--- src/rtl/cache_mem_arbiter.sv ---
// Arbitrates the shared RAM port between the instruction and data caches.
// Data wins ties unless a waiting fetch has already been passed over STARVE_LIMIT times.
module cache_mem_arbiter #(
  parameter int STARVE_LIMIT = 4
) (
  input  logic        CLK,
  input  logic        nRST,
  input  logic        iREN,
  input  logic [31:0] iaddr,
  output logic        iwait,
  output logic [31:0] iload,
  input  logic        dREN,
  input  logic        dWEN,
  input  logic [31:0] daddr,
  input  logic [31:0] dstore,
  output logic        dwait,
  output logic [31:0] dload,
  output logic        ramREN,
  output logic        ramWEN,
  output logic [31:0] ramaddr,
  output logic [31:0] ramstore,
  input  logic [31:0] ramload,
  input  logic [1:0]  ramstate
);

  typedef enum logic [1:0] {
    IDLE = 2'b00,
    IGNT = 2'b01,
    DGNT = 2'b10
  } state_t;

  localparam logic [1:0] RAM_ACCESS = 2'b10;
  localparam logic [1:0] RAM_ERROR  = 2'b11;
  localparam logic [2:0] SCNT_MAX   = 3'(STARVE_LIMIT);

  state_t      state_q, state_d;
  logic [2:0]  scnt_q, scnt_d;
  logic        ramREN_q, ramREN_d;
  logic        ramWEN_q, ramWEN_d;
  logic [31:0] ramaddr_q, ramaddr_d;
  logic [31:0] ramstore_q, ramstore_d;

  logic dReq;
  logic iDone;
  logic dDone;
  logic ramEnded;

  assign dReq     = dREN | dWEN;
  assign ramEnded = (ramstate == RAM_ACCESS) || (ramstate == RAM_ERROR);

  // A dropped request is an abort, so completion is gated by the request still being held.
  assign iDone = (state_q == IGNT) && iREN && (ramstate == RAM_ACCESS);
  assign dDone = (state_q == DGNT) && dReq && (ramstate == RAM_ACCESS);

  assign iwait    = ~iDone;
  assign dwait    = ~dDone;
  assign iload    = ramload;
  assign dload    = ramload;
  assign ramREN   = ramREN_q;
  assign ramWEN   = ramWEN_q;
  assign ramaddr  = ramaddr_q;
  assign ramstore = ramstore_q;

  always_comb begin
    state_d    = state_q;
    scnt_d     = scnt_q;
    ramREN_d   = ramREN_q;
    ramWEN_d   = ramWEN_q;
    ramaddr_d  = ramaddr_q;
    ramstore_d = ramstore_q;
    case (state_q)
      IDLE: begin
        if (dReq && !(iREN && (scnt_q == SCNT_MAX))) begin
          state_d    = DGNT;
          ramWEN_d   = dWEN;
          ramREN_d   = ~dWEN;
          ramaddr_d  = daddr;
          ramstore_d = dWEN ? dstore : 32'h0;
          if (!iREN)
            scnt_d = 3'd0;
          else if (scnt_q < SCNT_MAX)
            scnt_d = scnt_q + 3'd1;
        end else if (iREN) begin
          state_d    = IGNT;
          ramREN_d   = 1'b1;
          ramWEN_d   = 1'b0;
          ramaddr_d  = iaddr;
          ramstore_d = 32'h0;
          scnt_d     = 3'd0;
        end
      end
      IGNT, DGNT: begin
        // Completion, error and abort all pass through one IDLE cycle before re-arbitration.
        if (((state_q == IGNT) ? !iREN : !dReq) || ramEnded) begin
          state_d    = IDLE;
          ramREN_d   = 1'b0;
          ramWEN_d   = 1'b0;
          ramaddr_d  = 32'h0;
          ramstore_d = 32'h0;
        end
      end
      default: begin
        state_d    = IDLE;
        ramREN_d   = 1'b0;
        ramWEN_d   = 1'b0;
        ramaddr_d  = 32'h0;
        ramstore_d = 32'h0;
      end
    endcase
  end

  always_ff @(posedge CLK or negedge nRST) begin
    if (!nRST) begin
      state_q    <= IDLE;
      scnt_q     <= 3'd0;
      ramREN_q   <= 1'b0;
      ramWEN_q   <= 1'b0;
      ramaddr_q  <= 32'h0;
      ramstore_q <= 32'h0;
    end else begin
      state_q    <= state_d;
      scnt_q     <= scnt_d;
      ramREN_q   <= ramREN_d;
      ramWEN_q   <= ramWEN_d;
      ramaddr_q  <= ramaddr_d;
      ramstore_q <= ramstore_d;
    end
  end

endmodule

--- config.mk ---
export PLATFORM = sky130hd
export DESIGN_NAME = cache_mem_arbiter
export DESIGN_NICKNAME = d
export VERILOG_FILES = /design/src/rtl/cache_mem_arbiter.sv
export SDC_FILE = /design/constraint.sdc
export NUM_CORES = 1
export LEC_CHECK = 0
export CAP_MARGIN = 0
export CORE_UTILIZATION = 31
export CTS_BUF_LIST = sky130_fd_sc_hd__clkbuf_4
export DETAILED_ROUTE_END_ITERATION = 12
export PLACE_DENSITY = 0.72
export SLEW_MARGIN = 15
export SYNTH_ARGS = -nofsm -noshare
export SYNTH_HDL_FRONTEND = slang
export SYNTH_SLANG_ARGS = --single-unit
--- constraint.sdc ---
create_clock -name CLK -period 4.45 [get_ports CLK]
set_clock_uncertainty 0.15 [all_clocks]
set_input_delay 0.89 -clock CLK [delete_from_list [all_inputs] [get_ports CLK]]
set_output_delay 0.89 -clock CLK [all_outputs]
set_load 0.1 [all_outputs]
==> summary.txt <==
Run status
  • Outcome: complete, no violations

Critical path
  • Critical path cell sequence: clkdlybuf4s50_1, or2_1, nand3_1, buf_4
  • Worst R2R Path Depth: 6
  • WS Path Type: in2out
  • Crit path DAT: 2100 ps
  • Slowest stage delay, CP: 460 ps
  • Crit path max fanout: 6
  • Required @ worst endpoint: 3410 ps
  • CP endpoint kind: output port
  • Crit path launch type: input port
  • Slowest-stage cell, CP: clkdlybuf4s50_1

STA
  • Fin crit share: 0.7052
  • Slew HR: 0.3265
  • Minimum clock period: 3138 ps
  • Pin slew with the least headroom to its limit: 1007 ps
  • Slew Limit Fails: 0
  • Final Hold Violating Endpoints: 0
  • Final setup fails: 0
  • Setup TNS: 0 ps
  • Max Clock Freq: 318.7 MHz
  • RSZ-0062 raised after global routing: no

Cells and area
  • Finished Layout Cells: 630
  • Area delta synth->final: 38.55%
  • Fin nets: 597
  • Commonest cells after routing, fill and taps aside: 167 x clkdlybuf4s50_1, 71 x dfrtp_1, 38 x inv_1, 38 x nand2_1, 36 x mux2_2
  • Diodes inserted: 0
  • Most common cell after layout, fill and taps aside: clkdlybuf4s50_1
  • Share of post-route cells with drive strength above 1: 0.1342

Global routing
  • Via count of the first global-routing pass: 2955
  • Largest net degree at the start of global routing: 72
  • GRT Overall Usage: 0.1415
  • Total gr overflow: 0
  • First-pass GRT wire length: between 10000 and 15000 um
  • Antenna violations before repair: 0

CTS
  • H-tree depth: 3
  • Clock transition at the registers of the reported paths: 110 ps
  • Hold Buf Count CTS: 0
  • Clk root buf: clkbuf_4
  • CTS resizes: 0
  • Clock Latency Late Sink: approximately 400 ps
  • Longest Clk Path Bufs: 2
  • Number of CTS-inserted buffers: 9
  • CTS sink count: 71
  • CTS tree: built
  • Post-CTS setup repair buffer count: 0

Route
  • Wire length per cell: 14.14 um
  • DRT iter0 DRCs: 88
  • DR vias: 2764
  • # DRC: 0
  • Initial DRT Pass Iterations: 4
  • Vias/cell: 4.387
  • DRT antenna net count: 0
  • DRT Wirelength: 8909 um

Power
  • Overall Power: 4666 uW
  • Worst vdd ir: 0.5804 mV
  • Power Density: between 800 and 900 nW/um^2
  • LEAKAGE: 0.002464 uW

Floorplan
  • # rows: 40
  • Io pins: 267
  • Die H: between 100 and 150 um
  • DIE AREA: 12960 sq um
  • Die width: 113.9 um
  • Core Area: 12110 sq um
  • Starting Density: 0.3202

Synth
  • Post-synthesis sequential area ratio: 0.4581
  • Synth unique cells: 25
  • Post-synth net total: about 500
  • Avg Cell Area, Syn: between 10 and 15 sq um
  • Flops & latches, synth: 71
  • Gate Count Post-Synth: approximately 360
  • Synthesized area: 3879 sq um
  • Yosys warnings: 0

Placement
  • PortBufs: 170
  • GP Congestion: 0.6877
  • DP Wirelength: 6482 um
  • Placed cell count: 614

Min path
  • Worst hold path depth: 2
  • Hold WC Path Type: reg2reg

Run
  • Max_cap viols: 0
## routing by layer
metal	vias to the layer above	wire, um	global-route usage
met4	0	214	0.07359
met3	32	713	0.04304
met5	-	0	0
li1	1318	-	-
met1	1317	3609	0.1609
met2	97	4372	0.2398
## through the flow
step / util / setup WS (ps) / cell area (sq um) / hold slack [ps]
CTS: 0.4436 / 1299 / 5373 / 375.9
detailed placement: 0.4302 / 1152 / 5210 / 344.8
floorplan: - / 1486 / 3879 / 324.7
global placement: 0.4302 / 1187 / 5210 / 340.5
finish: 0.4437 / 1312 / 5374 / 371.4
global route: 0.4437 / 1253 / 5374 / 388.0
## final timing paths
path | start | slack (ps) | end
setup reg to reg | state_q[1]$_DFFE_PN0P_ | 2060 | ramaddr[9]$_DFFE_PN0P_
hold / removal | ramstore[25]$_DFFE_PN0P_ | 370 | ramstore[25]$_DFFE_PN0P_
hold reg to reg | ramstore[25]$_DFFE_PN0P_ | 370 | ramstore[25]$_DFFE_PN0P_
max in group asynchronous | nRST | 3120 | ramaddr[31]$_DFFE_PN0P_
min in group asynchronous | nRST | 440 | ramstore[7]$_DFFE_PN0P_
setup / recovery | dWEN | 1310 | dwait
## registers in the layout, indices dropped and copies added, names as in the netlist
name	count
ramREN	1
scnt_q	3
ramWEN	1
ramstore	32
state_q	2
ramaddr	32
## power breakdown
| part | internal, uW | switching, uW |
|---|---|---|
| combinational | 842 | 2310 |
| sequential | 897 | 147 |
| clock | 229 | 243 |
| total | 1970 | 2700 |
## critical path, delay by kind of cell
family	cells	cell delay, ps
buffers and inverters	2	760
AND/OR/NAND/NOR	2	440
## cell type report
cell class / count / area [sq um]
tap: 168 / 210.2
fill: 1188 / 6738
clock buffer: 9 / 67.56
multi-input combinational: 163 / 1358
sequential: 71 / 1777
inverter: 38 / 142.6
timing repair buffer: 174 / 1724
clock inverter: 7 / 95.09
## cells by family (layout without fill, tap and decap cells)
family	Yosys count	in the layout	synth area share
buf+inv	122	228	0.1932
compound gates	42	42	0.09420
fa+ha+maj	5	5	0.01613
flops	71	71	0.4581
mux	68	68	0.1871
simple gates	48	48	0.05129
## cell usage after synthesis, drive strengths merged
cell | number | area (sq um)
a31oi | 1 | 6.260
mux2 | 36 | 405.4
a22oi | 1 | 21.27
mux2i | 32 | 320.3
nand3 | 4 | 20.02
a21boi | 1 | 7.510
o221ai | 1 | 8.760
a22o | 32 | 280.3
buf | 76 | 576.8
or2 | 1 | 6.260
ha | 5 | 62.56
nor3 | 1 | 5.000
nand2 | 38 | 142.6
o211ai | 1 | 7.510
o21ai | 2 | 10.01
clkbuf | 8 | 30.03
nor2b | 2 | 12.51
o2111ai | 1 | 8.760
o31ai | 2 | 15.01
and3 | 2 | 12.51
inv | 38 | 142.6
dfrtp | 71 | 1777
(Power assumes the default switching activity.)
